===== src/rtl/trivium_stream_core_pkg.sv =====
// trivium_pkg: shared types and constants for the Trivium stream core.
//   core_state_e   : FSM state encoding used by trivium_stream_core.
//   STATE_LEN      : Trivium state length (bits s1..s288).
//   INIT_ROUNDS    : warm-up rounds run after every key/IV load.
//   TAP_*          : 1-based Trivium tap positions (s<n> lives at bit n-1).
//   load_state()   : builds the initial 288-bit state from key and IV.
package trivium_pkg;

    typedef enum logic [2:0] {
        S_IDLE,
        S_LOAD,
        S_INIT,
        S_RUN,
        S_EXHAUSTED
    } core_state_e;

    localparam int unsigned STATE_LEN   = 288;
    localparam int unsigned INIT_ROUNDS = 1152;
    localparam int unsigned KEY_LEN     = 80;
    localparam int unsigned IV_LEN      = 80;

    localparam int unsigned TAP_66  = 66;
    localparam int unsigned TAP_93  = 93;
    localparam int unsigned TAP_91  = 91;
    localparam int unsigned TAP_92  = 92;
    localparam int unsigned TAP_171 = 171;
    localparam int unsigned TAP_162 = 162;
    localparam int unsigned TAP_177 = 177;
    localparam int unsigned TAP_175 = 175;
    localparam int unsigned TAP_176 = 176;
    localparam int unsigned TAP_264 = 264;
    localparam int unsigned TAP_243 = 243;
    localparam int unsigned TAP_288 = 288;
    localparam int unsigned TAP_286 = 286;
    localparam int unsigned TAP_287 = 287;
    localparam int unsigned TAP_69  = 69;

    // s1..s80 = key, s81..s93 = 0, s94..s173 = IV, s174..s285 = 0, s286..s288 = 1
    function automatic logic [STATE_LEN-1:0] load_state(
        input logic [KEY_LEN-1:0] key,
        input logic [IV_LEN-1:0]  iv
    );
        return {3'b111, 112'b0, iv, 13'b0, key};
    endfunction

endpackage


===== src/rtl/trivium_stream_core_if.sv =====
// trivium_stream_core_if: key/IV load, data in/out handshakes and status
// flags of the Trivium stream core.
//   slave  : core side (takes key/IV/load/data, drives data/status outputs).
//   master : driver side (upstream FIFO, downstream FIFO and control).
// W must match the W of the core the interface is connected to.
interface trivium_stream_core_if #(
    parameter int unsigned W = 8
);
    logic [79:0]  key_i;
    logic [79:0]  iv_i;
    logic         load_i;
    logic [W-1:0] data_i;
    logic         data_valid_i;
    logic         data_ready_o;
    logic [W-1:0] out_o;
    logic         out_valid_o;
    logic         out_ready_i;
    logic         ready_o;
    logic         exhausted_o;
    logic         err_o;

    modport slave (
        input  key_i, iv_i, load_i, data_i, data_valid_i, out_ready_i,
        output data_ready_o, out_o, out_valid_o, ready_o, exhausted_o, err_o
    );

    modport master (
        output key_i, iv_i, load_i, data_i, data_valid_i, out_ready_i,
        input  data_ready_o, out_o, out_valid_o, ready_o, exhausted_o, err_o
    );
endinterface


===== src/rtl/trivium_stream_core_rounds.sv =====
// trivium_rounds: purely combinational W-round Trivium step.
//   state_i : current 288-bit state (s<n> at bit n-1).
//   state_o : state after W rounds.
//   z_o     : keystream bits of those rounds, bit 0 = earliest.
module trivium_rounds
    import trivium_pkg::*;
#(
    parameter int unsigned W = 8
) (
    input  logic [STATE_LEN-1:0] state_i,
    output logic [STATE_LEN-1:0] state_o,
    output logic [W-1:0]         z_o
);

    logic [STATE_LEN-1:0] st;
    logic                 t1, t2, t3;

    always_comb begin
        st  = state_i;
        z_o = '0;
        t1  = 1'b0;
        t2  = 1'b0;
        t3  = 1'b0;
        for (int unsigned r = 0; r < W; r++) begin
            t1 = st[TAP_66-1]  ^ st[TAP_93-1];
            t2 = st[TAP_162-1] ^ st[TAP_177-1];
            t3 = st[TAP_243-1] ^ st[TAP_288-1];
            z_o[r] = t1 ^ t2 ^ t3;
            t1 = t1 ^ (st[TAP_91-1]  & st[TAP_92-1])  ^ st[TAP_171-1];
            t2 = t2 ^ (st[TAP_175-1] & st[TAP_176-1]) ^ st[TAP_264-1];
            t3 = t3 ^ (st[TAP_286-1] & st[TAP_287-1]) ^ st[TAP_69-1];
            // each register shifts up by one; the feedback bit enters at its lowest position
            st = {st[286:177], t2, st[175:93], t1, st[91:0], t3};
        end
        state_o = st;
    end

endmodule


===== src/rtl/trivium_stream_core.sv =====
// trivium_stream_core: W-bit-parallel Trivium cipher core.
//   clk, rst : clock, asynchronous active-low reset.
//   bus      : trivium_stream_core_if slave port
//              key_i/iv_i/load_i  - key/IV capture and restart,
//              data_i/data_valid_i/data_ready_o - input beats,
//              out_o/out_valid_o/out_ready_i    - data_i XOR keystream,
//              ready_o (RUN), exhausted_o (EXHAUSTED), err_o (sticky misuse).
// Parameters: W keystream bits per beat (1..64, divides 1152),
//             MAX_WORDS beats per key/IV before a reload is required.
module trivium_stream_core
    import trivium_pkg::*;
#(
    parameter int unsigned W         = 8,
    parameter int unsigned MAX_WORDS = 2**20
) (
    input logic                clk,
    input logic                rst,
    trivium_stream_core_if.slave bus
);

    localparam int unsigned INIT_CYCLES = INIT_ROUNDS / W;
    localparam int unsigned RCW         = $clog2(INIT_CYCLES);
    localparam int unsigned WCW         = $clog2(MAX_WORDS + 1);
    localparam logic [RCW-1:0] RND_LAST  = RCW'(INIT_CYCLES - 1);
    localparam logic [WCW-1:0] WORD_LAST = WCW'(MAX_WORDS - 1);

    core_state_e          state_q, state_d;
    logic [STATE_LEN-1:0] s_q, s_d, s_next;
    logic [W-1:0]         z;
    logic [W-1:0]         out_q, out_d;
    logic                 out_valid_q, out_valid_d;
    logic                 ready_q, ready_d;
    logic                 exhausted_q, exhausted_d;
    logic                 err_q, err_d;
    logic [RCW-1:0]       rnd_q, rnd_d;
    logic [WCW-1:0]       wcnt_q, wcnt_d;
    logic                 data_ready;
    logic                 accept;

    trivium_rounds #(.W(W)) u_rounds (
        .state_i (s_q),
        .state_o (s_next),
        .z_o     (z)
    );

    assign data_ready = (state_q == S_RUN) && (!out_valid_q || bus.out_ready_i);
    assign accept     = data_ready && bus.data_valid_i;

    always_comb begin
        state_d     = state_q;
        s_d         = s_q;
        out_d       = out_q;
        out_valid_d = out_valid_q;
        err_d       = err_q;
        rnd_d       = rnd_q;
        wcnt_d      = wcnt_q;

        if (bus.data_valid_i && (state_q != S_RUN)) begin
            err_d = 1'b1;
        end

        if (accept) begin
            out_valid_d = 1'b1;
        end else if (bus.out_ready_i) begin
            out_valid_d = 1'b0;
        end

        // The key/IV state is written at the load_i edge itself, so LOAD
        // only spends its cycle before INIT and no key/IV copy is kept.
        if (bus.load_i) begin
            state_d     = S_LOAD;
            s_d         = load_state(bus.key_i, bus.iv_i);
            out_valid_d = 1'b0;
            err_d       = 1'b0;
            rnd_d       = '0;
            wcnt_d      = '0;
        end else begin
            unique case (state_q)
                S_IDLE: ;
                S_LOAD: state_d = S_INIT;
                S_INIT: begin
                    s_d = s_next;
                    if (rnd_q == RND_LAST) begin
                        state_d = S_RUN;
                    end else begin
                        rnd_d = rnd_q + RCW'(1);
                    end
                end
                S_RUN: begin
                    if (accept) begin
                        s_d    = s_next;
                        out_d  = bus.data_i ^ z;
                        wcnt_d = wcnt_q + WCW'(1);
                        if (wcnt_q == WORD_LAST) begin
                            state_d = S_EXHAUSTED;
                        end
                    end
                end
                S_EXHAUSTED: ;
                default: state_d = S_IDLE;
            endcase
        end

        ready_d     = (state_d == S_RUN);
        exhausted_d = (state_d == S_EXHAUSTED);
    end

    always_ff @(posedge clk or negedge rst) begin
        if (!rst) begin
            state_q     <= S_IDLE;
            s_q         <= '0;
            out_q       <= '0;
            out_valid_q <= 1'b0;
            ready_q     <= 1'b0;
            exhausted_q <= 1'b0;
            err_q       <= 1'b0;
            rnd_q       <= '0;
            wcnt_q      <= '0;
        end else begin
            state_q     <= state_d;
            s_q         <= s_d;
            out_q       <= out_d;
            out_valid_q <= out_valid_d;
            ready_q     <= ready_d;
            exhausted_q <= exhausted_d;
            err_q       <= err_d;
            rnd_q       <= rnd_d;
            wcnt_q      <= wcnt_d;
        end
    end

    assign bus.data_ready_o = data_ready;
    assign bus.out_o        = out_q;
    assign bus.out_valid_o  = out_valid_q;
    assign bus.ready_o      = ready_q;
    assign bus.exhausted_o  = exhausted_q;
    assign bus.err_o        = err_q;

endmodule


===== src/flat_wrapper.sv =====
// flat-port wrapper written by rule: the top's interface ports become plain ports
module trivium_stream_core_flat import trivium_pkg::*;
#(
    parameter int unsigned W         = 8,
    parameter int unsigned MAX_WORDS = 2**20
)
  (clk, rst, bus_key_i, bus_iv_i, bus_load_i, bus_data_i, bus_data_valid_i, bus_out_ready_i, bus_data_ready_o, bus_out_o, bus_out_valid_o, bus_ready_o, bus_exhausted_o, bus_err_o);
  trivium_stream_core_if #(.W(W)) bus_i ();
  input logic clk;
  input logic rst;
  input wire logic [$bits(bus_i.key_i)-1:0] bus_key_i;
  input wire logic [$bits(bus_i.iv_i)-1:0] bus_iv_i;
  input wire logic [$bits(bus_i.load_i)-1:0] bus_load_i;
  input wire logic [$bits(bus_i.data_i)-1:0] bus_data_i;
  input wire logic [$bits(bus_i.data_valid_i)-1:0] bus_data_valid_i;
  input wire logic [$bits(bus_i.out_ready_i)-1:0] bus_out_ready_i;
  output wire logic [$bits(bus_i.data_ready_o)-1:0] bus_data_ready_o;
  output wire logic [$bits(bus_i.out_o)-1:0] bus_out_o;
  output wire logic [$bits(bus_i.out_valid_o)-1:0] bus_out_valid_o;
  output wire logic [$bits(bus_i.ready_o)-1:0] bus_ready_o;
  output wire logic [$bits(bus_i.exhausted_o)-1:0] bus_exhausted_o;
  output wire logic [$bits(bus_i.err_o)-1:0] bus_err_o;
  assign bus_i.key_i = bus_key_i;
  assign bus_i.iv_i = bus_iv_i;
  assign bus_i.load_i = bus_load_i;
  assign bus_i.data_i = bus_data_i;
  assign bus_i.data_valid_i = bus_data_valid_i;
  assign bus_i.out_ready_i = bus_out_ready_i;
  assign bus_data_ready_o = bus_i.data_ready_o;
  assign bus_out_o = bus_i.out_o;
  assign bus_out_valid_o = bus_i.out_valid_o;
  assign bus_ready_o = bus_i.ready_o;
  assign bus_exhausted_o = bus_i.exhausted_o;
  assign bus_err_o = bus_i.err_o;
  trivium_stream_core #(.W(W), .MAX_WORDS(MAX_WORDS)) u_core (.clk(clk), .rst(rst), .bus(bus_i));
endmodule

===== config.mk =====
export PLATFORM = sky130hd
export DESIGN_NAME = trivium_stream_core_flat
export DESIGN_NICKNAME = d
export VERILOG_FILES = /design/src/rtl/trivium_stream_core_pkg.sv /design/src/rtl/trivium_stream_core_if.sv /design/src/rtl/trivium_stream_core_rounds.sv /design/src/rtl/trivium_stream_core.sv /design/src/flat_wrapper.sv
export SDC_FILE = /design/constraint.sdc
export NUM_CORES = 1
export LEC_CHECK = 0
export ABC_AREA = 1
export BUFFER_PORTS_ARGS = -buffer_cell sky130_fd_sc_hd__buf_2
export CORE_ASPECT_RATIO = 2
export CORE_MARGIN = 2
export CORE_UTILIZATION = 25
export CTS_CLUSTER_DIAMETER = 100
export DETAILED_ROUTE_END_ITERATION = 10
export SLEW_MARGIN = 20
export SYNTH_ARGS = -nofsm -noshare
export SYNTH_HDL_FRONTEND = slang
export SYNTH_SLANG_ARGS = --single-unit

===== constraint.sdc =====
create_clock -name clk -period 1.75 [get_ports clk]
set_input_delay 0.35 -clock clk [delete_from_list [all_inputs] [get_ports clk]]
set_output_delay 0.35 -clock clk [all_outputs]
set_load 0.02 [all_outputs]

After elaboration in Yosys (flattened, before gate mapping). Index checks and enable logic that the tools add are counted. Widths: inputs -> output; s select.

Memories: 0. RAM bits: 0. Output and inout port bits: 13. Register bits: 332. Bits in read-only memories: 0. Bits in latches: 0. Input bits: 173.

$add $sub $neg: 2. $lt $le $gt $ge: 0. Shift-type cells: 0. Muxes and demuxes: 19. Equality and inequality tests: 11. $mul: 0. Reductions and logical operators: 17. Divide/modulo/power cells: 0. Bitwise operators: 114.

Operators with widths (number): $mux 288 (2); $pmux 288 s2 (1); $xor 1x1->1 (88); $mux 21 (3); $and 1x1->1 (24); $mux 8 (3); $add 21x1->21 const B (1); $eq 21x20->1 const B (1); $mux 3 (4); $pmux 3 s4 (1); $eq 3x2->1 const B (3); $add 8x1->8 const B (1); $eq 8x8->1 const B (1); $reduce_bool 2->1 (4); $xor 8x8->8 (1); $eq 3x3->1 const B (2); $ne 3x2->1 const B (2); $reduce_and 2->1 (3); $reduce_bool 3->1 (2); $mux 1 (5); $eq 3x1->1 const B (1); $logic_and 1x1->1 (3); $logic_not 3->1 (1); $reduce_and 3->1 (1); other kinds (5) (5).

Logic depth before layout (Yosys ltp). Gate-level depths: netlist (run 1).

Depth in word-level cells: 8. Mapped depth: 10. Depth with buffers taken out: 10.

Hierarchy. From an unflattened synthesis (run 1), not the netlist that was laid out.

Cell total of the unflattened synthesis: 2362. Area, all modules: 18471.5 um^2.

By module, submodules not included: trivium_stream_core (times used 1, cells an instance 1738, area an instance 14951.8 um^2); trivium_rounds (times used 1, cells an instance 624, area an instance 3519.6 um^2).

Worst setup path before layout (run 1). Ideal clock, no wire load.

Path type: flip-flop to flip-flop. Start point: register u_core.wcnt_q[1]. End point: register u_core.ready_q, in the netlist u_core.bus.ready_o. Period minus slack after synthesis: 1.552 ns. Arrival: 1.439 ns. Stages on the path, launching flop included: 11. Buffers on the path: 0. Path slack: 0.198 ns. Cells stage by stage: dfrtp_1 -> ha_1 -> nand2_1 -> nor2_1 -> nand2_1 -> nor2_1 -> nand3_1 -> nand2_1 -> nand3_1 -> nand2_1 -> inv_1.

Cells in the longest elaborated chain, start to end: 6.

RTL lines: start, declared (line trivium_stream_core.sv:36) `logic [WCW-1:0] wcnt_q, wcnt_d;`; start signal, assigned (line trivium_stream_core.sv:128) `wcnt_q <= wcnt_d;`; $eq 21x20->1 (line trivium_stream_core.sv:94) `if (wcnt_q == WORD_LAST) begin`; $mux 3 (line trivium_stream_core.sv:94); $mux 3 (line trivium_stream_core.sv:90) `if (accept) begin`; $pmux 3 s4 (line trivium_stream_core.sv:78) `unique case (state_q)`; $mux 3 (line trivium_stream_core.sv:70) `if (bus.load_i) begin`; net u_core.state_d[0] (line trivium_stream_core.sv:27) `core_state_e state_q, state_d;`; $eq 3x2->1 (line trivium_stream_core.sv:104) `ready_d = (state_d == S_RUN);`; net u_core.ready_d (line trivium_stream_core.sv:32) `logic ready_q, ready_d;`; end signal, assigned (line trivium_stream_core.sv:124) `ready_q <= ready_d;`; end, declared (line trivium_stream_core.sv:32).

The timed path passes the listed nets, and every way through them passes these cells. A chain may end at the register's enable or synchronous reset.

Final worst setup path (run 1).
Start point: register u_core.state_q[2]. End point: output port bus_data_ready_o.

Cells in the longest elaborated chain, start to end: 2.

RTL lines: start, declared (line trivium_stream_core.sv:27); start signal, assigned (line trivium_stream_core.sv:120) `state_q <= state_d;`; $eq 3x2->1 (line trivium_stream_core.sv:46) `assign data_ready = (state_q == S_RUN) && (!out_valid_q || bus.out_ready_i);`; $logic_and 1x1->1 (line trivium_stream_core.sv:46); end, declared (line flat_wrapper.sv:17) `output wire logic [$bits(bus_i.data_ready_o)-1:0] bus_data_ready_o;`.

Every way passes these cells.

==> results.sh, run 1 <==
export IMPL_peakVddDrop_uv=677
export IMPL_ys_top_cells_by_area="dfrtp_1 (51%), nand2_1 (19%), o21ai_0 (9.3%)"
export IMPL_nNetsFinal=2528
export IMPL_path_clk_slew_ns=0.07
export IMPL_postSynthCellCount=2129
export IMPL_fp_dieArea_um2=67100
export IMPL_yosysSeqAreaShare_pct=51.2
export IMPL_initial_core_util_pct=25.1
export IMPL_io_buffers=185
export IMPL_avgSynthCellArea_um2=7.62
export IMPL_cts_root_buf="clkbuf_16"
export IMPL_path_buf_inv=3
export IMPL_rrSetupSlack_ns=-0.01
export IMPL_yosysWarnings=0
export IMPL_synth_area_leader_cell="dfrtp_1"
export IMPL_post_dp_cell_area_um2=18800
export IMPL_gp_congestion=0.871
export IMPL_outcome="finished with violations"
export IMPL_vias=14200
export IMPL_cp_end_kind="output pin"
export IMPL_finalHoldViolations=0
export IMPL_clk_path_buf_depth=3
export IMPL_maxCapViolations=0
export IMPL_final_cell_mix="nand2_1 (831), dfrtp_1 (332), o21ai_0 (299)"
export IMPL_crit_chain="nor2_4 -> buf_6 -> nand2_2 -> inv_2 -> buf_6"
export IMPL_final_layout_size_suffix_gt1_share_pct=16.0
export IMPL_critPathKind="reg -> out"
export IMPL_h_tree_depth=1
export IMPL_synth_distinct_cells=31
export IMPL_async_flop_share_pct=100
export IMPL_rr_startpoint="u_core.state_q[2]"
export IMPL_slowest_delay_ns=0.42
export IMPL_reg2reg_depth=9
export IMPL_violations="setup timing"
export IMPL_dr_pass1_iters=5
export IMPL_synth_area_um2=16200
export IMPL_grt_pass1_vias=13600
export IMPL_area_growth_pct=24.7
export IMPL_grt_pass1_wl_um=77300
export IMPL_grt_overflow=0
export IMPL_min_delay_path_depth=5
export IMPL_fmax_mhz=554
export IMPL_grt_usage_pct=15.1
export IMPL_synth_nets=2304
export IMPL_io_pins=186
export IMPL_worstHoldStart="bus_iv_i[4]"
export IMPL_p_leak_uw=0.00975
export IMPL_vias_per_cell=4.38
export IMPL_p_per_area_nw_per_um2=996
export IMPL_rsz0062_at_grt="true"
export IMPL_drt_iter0_markers=701
export IMPL_slew_headroom_pct=64.4
export IMPL_synth_edff_count=0
export IMPL_skew_ns=0.0132
export IMPL_setup_slack_ns=-0.0542
export IMPL_r2r_end="u_core.s_q[172]"
export IMPL_cp_max_fo=3
export IMPL_antenna_found_initial=19
export IMPL_worst_ep_required_time_ns=1.40
export IMPL_routed_wl_um=52700
export IMPL_slowest_stage="dfrtp_1"
export IMPL_cts_tree="done"
export IMPL_final_common_cell="nand2_1"
export IMPL_fp_dieW_um=184
export IMPL_worstHoldEndpoint="u_core.s_q[97]"
export IMPL_fp_dieH_um=364
export IMPL_wl_per_cell_um=16.2
export IMPL_clkLatencyLatePin_ns=0.59
export IMPL_design_area_um2=20200
export IMPL_start_kind="flop"
export IMPL_synth_top_cell_area_share_pct=51.2
export IMPL_cpMostUsedCell="buf_6"
export IMPL_core_um2=64600
export IMPL_finalCriticalPeriod_ns=1.80
export IMPL_rows=132
export IMPL_setup_tns_final_ns=-0.0675
export IMPL_finalMaxSlewViolations=0
export IMPL_ys_ff_latch=332
export IMPL_post_route_period_util_pct=103
export IMPL_dp_hpwl_um=39100
export IMPL_crit_family="flip-flops"
export IMPL_finalPower_uw=20200
export IMPL_grt_max_degree=90
export IMPL_worst_hold_path_type="in -> reg"
export IMPL_cp_arrival_ns=1.45
export IMPL_antenna_left=0
export IMPL_setup_viol=2
export IMPL_cts_sinks=332
export IMPL_numCtsBuffers=30
export IMPL_synth_ff_type="dfrtp_1"
export IMPL_remaining_drc_errors=0
export IMPL_tightest_slew_ns=0.528
## repair_timing
| item | CTS | global route |
|---|---|---|
| pin swaps | 2 | 2 |
| setup endpoints to repair | 1 | 234 |
| cloned | 0 | 8 |
| hold buffers | 1 | 0 |
| endpoints found under the hold margin | 31 | 0 |
| buffers inserted | 2 | 1 |
| resized for setup | 9 | 37 |
## final cells by class
| cell class | instances | area, um^2 |
|---|---|---|
| Inverter | 196 | 754 |
| Fill cell | 6881 | 44300 |
| Sequential cell | 332 | 8310 |
| Clock inverter | 14 | 134 |
| Multi-Input combinational cell | 1484 | 6640 |
| Tap cell | 871 | 1090 |
| Timing Repair Buffer | 309 | 2430 |
| Clock buffer | 42 | 887 |
| Antenna cell | 3 | 7.51 |
## cell families after synthesis
kind of cell	count (synthesis)	share of synthesized area [%]
compound gates	431	13.5
xor+xnor	59	3.18
fa+ha+maj	2	0.154
buf+inv	313	8.22
flops	332	51.2
simple gates	992	23.8
## worst max-delay path by stage
stage / startpoint / end / slack, ns / depth (start not counted)
finish: u_core.state_q[2] / bus_data_ready_o / -0.05 / 5
global route: u_core.state_q[2] / u_core.s_q[167] / -0.11 / 10
CTS: u_core.state_q[1] / bus_data_ready_o / -0.11 / 6
detailed placement: bus_out_ready_i / u_core.s_q[56] / 0.05 / 10
global placement: bus_out_ready_i / u_core.bus.out_o[1] / 0.07 / 9
floorplan: u_core.wcnt_q[1] / u_core.bus.ready_o / 0.20 / 10
## synth_stat cells, types with 16 or more instances
cell type,n
o21ai_1,104
xnor2_1,22
buf_2,44
o21ai_0,301
nor2_1,87
nand3_1,42
dfrtp_1,332
clkbuf_1,45
xor2_1,37
buf_4,21
nand2_1,835
a21oi_1,16
inv_1,194
## report_power, final
group	switching [uW]	internal, uW
Clock	3110	3840
Combinational	2620	1530
Sequential	500	8550
## registers in the layout (all words and copies together), names as in the netlist
signal and cells:
u_core.bus.out_valid_o 1, u_core.s_q 288, u_core.bus.out_o 8, u_core.bus.exhausted_o 1, u_core.rnd_q 8, u_core.bus.ready_o 1
u_core.state_q 3, u_core.wcnt_q 21, u_core.bus.err_o 1
## per-layer routing
metal | part of all wire (%) | global-route usage [%] | vias up
met5 | 0.31 | 0 | -
met4 | 6.2 | 9.32 | 30
met3 | 4.9 | 2.51 | 146
met2 | 51 | 26.8 | 335
met1 | 38 | 16.7 | 6624
li1 | - | - | 7103
## stage by stage
step	utilization, %	hold WS, ns	instances	setup slack, ns
4_1_cts	30.8	0.0356	3239	-0.114
5_1_grt	31.3	0.0661	3250	-0.110
3_5_place_dp	29.1	0.322	3180	0.0544
2_1_floorplan	-	0.0544	2129	0.198
6_report	31.3	0.0542	3251	-0.0542
3_3_place_gp	29.1	0.315	3180	0.0656
## tightest hold or removal path: cells and delay by family
| kind | cells | cell delay [ns] |
|---|---|---|
| buffers and inverters | 1 | 0.08 |
| AND/OR/NAND/NOR | 4 | 0.18 |
(Power assumes the default switching activity.)
==> inputs of run 2 (changes only) <==
--- a/config.mk
+++ b/config.mk
@@ -5,7 +5,7 @@
 export SDC_FILE = /design/constraint.sdc
 export NUM_CORES = 1
 export LEC_CHECK = 0
-export ABC_AREA = 1
+export ABC_AREA = 0
 export BUFFER_PORTS_ARGS = -buffer_cell sky130_fd_sc_hd__buf_2
 export CORE_ASPECT_RATIO = 2
 export CORE_MARGIN = 2
==> run 2 against run 1 <==
The flow still finishes with violations (setup timing). Setup slack worse by 0.10 ns. Synthesized cell count down 26%. Wire length down 13%. Hold slack worse by 0.030 ns. Clock power up 3.6%. Total power up 7.1%. Clock-buffer cell count down 1. Combinational power up 13%. Final area down 2.9%. Die area down 5.1%. Critical path depth down 1. Critical endpoint unchanged. Largest power group unchanged. Highest routed layer unchanged.
==> results.sh, run 2 <==
export IMPL_antenna_left=0
export IMPL_clkLatencyLatePin_ns=0.61
export IMPL_ys_ff_latch=332
export IMPL_grt_pass1_wl_um=69300
export IMPL_rows=128
export IMPL_finalMaxSlewViolations=0
export IMPL_yosysMostFrequentCell="nand2_1"
export IMPL_yosysSeqAreaShare_pct=54.0
export IMPL_final_layout_size_suffix_gt1_share_pct=21.6
export IMPL_skew_ns=0.0257
export IMPL_slowest_stage="dfrtp_1"
export IMPL_setup_viol=101
export IMPL_maxCapViolations=0
export IMPL_min_delay_path_depth=3
export IMPL_avgSynthCellArea_um2=9.81
export IMPL_worst_ep_required_time_ns=1.40
export IMPL_start_kind="flop"
export IMPL_dp_hpwl_um=33000
export IMPL_regMostFlops="u_core.s_q"
export IMPL_synth_ff_type="dfrtp_1"
export IMPL_crit_family="flip-flops"
export IMPL_rsz0062_at_grt="true"
export IMPL_fmax_mhz=524
export IMPL_final_cell_mix="nand2_1 (439), dfrtp_1 (332), buf_2 (182)"
export IMPL_setup_slack_ns=-0.158
export IMPL_routed_wl_um=45800
export IMPL_cts_sinks=332
export IMPL_grt_overflow=0
export IMPL_outcome="finished with violations"
export IMPL_post_dp_cell_area_um2=17900
export IMPL_final_common_cell="nand2_1"
export IMPL_yosysWarnings=0
export IMPL_area_growth_pct=27.8
export IMPL_dr_pass1_iters=6
export IMPL_core_um2=60900
export IMPL_fp_dieW_um=179
export IMPL_cts_root_buf="clkbuf_16"
export IMPL_synth_edff_count=0
export IMPL_violations="setup timing"
export IMPL_postSynthCellCount=1569
export IMPL_path_buf_inv=2
export IMPL_post_route_period_util_pct=109
export IMPL_largestRegisters="u_core.s_q (288), u_core.wcnt_q (21)"
export IMPL_slowest_delay_ns=0.43
export IMPL_finalCriticalPeriod_ns=1.91
export IMPL_h_tree_depth=1
export IMPL_synth_top_cell_area_share_pct=54.0
export IMPL_finalHoldViolations=0
export IMPL_fp_dieH_um=355
export IMPL_antenna_found_initial=7
export IMPL_path_clk_slew_ns=0.07
export IMPL_worst_hold_path_type="in -> reg"
export IMPL_grt_pass1_vias=12200
export IMPL_reg2reg_depth=10
export IMPL_vias_per_cell=4.52
export IMPL_numCtsBuffers=31
export IMPL_vias=11900
export IMPL_cpMostUsedCell="buf_6"
export IMPL_cp_end_kind="output pin"
export IMPL_synth_commonest_cells="nand2_1 (439), dfrtp_1 (332), o21ai_1 (169)"
export IMPL_fp_dieArea_um2=63700
export IMPL_path_depth=4
export IMPL_grt_max_degree=81
export IMPL_remaining_drc_errors=0
export IMPL_grt_usage_pct=13.8
export IMPL_cts_tree="done"
export IMPL_synth_area_leader_cell="dfrtp_1"
export IMPL_wl_per_cell_um=17.4
export IMPL_io_pins=186
export IMPL_synth_nets=1744
export IMPL_crit_chain="nor2b_4 -> and3_4 -> buf_6 -> buf_6"
export IMPL_ys_top_cells_by_area="dfrtp_1 (54%), nand2_1 (11%), mux2i_1 (10%)"
export IMPL_clk_path_buf_depth=3
export IMPL_design_area_um2=19700
export IMPL_p_per_area_nw_per_um2=1100
export IMPL_drt_iter0_markers=666
export IMPL_critPathKind="reg -> out"
export IMPL_tightest_slew_ns=0.456
export IMPL_io_buffers=185
export IMPL_fin_util_pct=32.3
export IMPL_synth_area_um2=15400
export IMPL_gp_congestion=0.852
export IMPL_cp_arrival_ns=1.56
export IMPL_nNetsFinal=2003
export IMPL_cp_max_fo=2
export IMPL_slew_headroom_pct=68.7
export IMPL_async_flop_share_pct=100
export IMPL_synth_distinct_cells=43
export IMPL_p_leak_uw=0.00954
export IMPL_largest_reg_flops=288
export IMPL_initial_core_util_pct=25.3
export IMPL_peakVddDrop_uv=864
-- run 2: cell count changes in the layout (fill, tap and decap cells not counted), sizes merged, moves of 16 or more --
cell and change:
mux2i +161, nand2 -397, xnor2 +43, inv -193, nor2 -55, nand3 +67
o21ai -215, dlygate4sd3 +16
-- run 2: worst reg2reg max path, cell delays in order (launching register included) --
cell and delay, ns:
dfrtp_1 0.43, nor2b_4 0.14, buf_4 0.15, nand4_4 0.11, buf_4 0.17, a31oi_4 0.14, buf_12 0.15, buf_12 0.15
clkbuf_16 0.18, nand3_1 0.08, nand2_1 0.08
-- run 2: routing by layer --
| layer | wire length, um | track usage, % | part of all wire, % |
|---|---|---|---|
| met2 | 23000 | 23.9 | 50 |
| met5 | 14 | 0 | 0.031 |
| met3 | 1790 | 1.60 | 3.9 |
| met4 | 2280 | 7.15 | 5.0 |
| met1 | 18700 | 16.8 | 41 |
-- run 2: logic make-up after synthesis --
logic type / Yosys count / synth area share (%)
compound gates: 223 / 7.68
xor+xnor: 117 / 6.66
fa+ha+maj: 2 / 0.163
buf+inv: 108 / 3.81
flops: 332 / 54.0
mux: 161 / 10.5
simple gates: 626 / 17.2
-- run 2: timing repair --
item | in CTS | in global routing
pin swaps | 3 | 6
resized for setup | 11 | 37
endpoints found under the hold margin | 228 | 0
hold buffers | 17 | 0
buffers inserted | 4 | 11
gates cloned | 0 | 10
setup endpoints to repair | 5 | 261
-- run 2: path summary, 6_finish.rpt --
| check | from | end | slack [ns] |
|---|---|---|---|
| min in group asynchronous | rst | u_core.s_q[154] | 0.20 |
| worst max register to register | u_core.state_q[2] | u_core.s_q[256] | -0.06 |
| max in group asynchronous | rst | u_core.s_q[12] | 0.81 |
| worst min register to register | u_core.s_q[190] | u_core.s_q[190] | 0.47 |
| worst max-delay path | u_core.state_q[2] | bus_data_ready_o | -0.16 |
| worst min-delay path | bus_key_i[5] | u_core.s_q[5] | 0.02 |
-- run 2: cell type report --
class | count | area [um^2]
fillers | 6268 | 41200
flip-flops and latches | 332 | 8310
multi-input cells | 1129 | 6640
repair buffers | 332 | 2650
well taps | 780 | 976
clock buffers | 41 | 863
clock inverters | 17 | 199
diodes | 5 | 12.5
inverters | 2 | 10.0
-- run 2: per-stage QoR --
step	std cells	total power, uW	setup TNS [ns]	hold slack [ns]	worst slack, ns
floorplan	1569	12200	0	0.0544	0.0603
detailed placement	2533	14300	-0.279	0.233	-0.0493
global placement	2533	14100	-1.83	0.231	-0.0858
finish	2638	21600	-2.83	0.0243	-0.158
global route	2638	22700	-13.19	0.0223	-0.205
CTS	2612	21600	-2.61	0.00114	-0.198
-- run 2: power by group --
| part | leakage, uW | internal [uW] | switching [uW] |
|---|---|---|---|
| registers | 0.00434 | 8800 | 907 |
| clock network | 0.000517 | 4060 | 3140 |
| logic | 0.00469 | 2110 | 2570 |
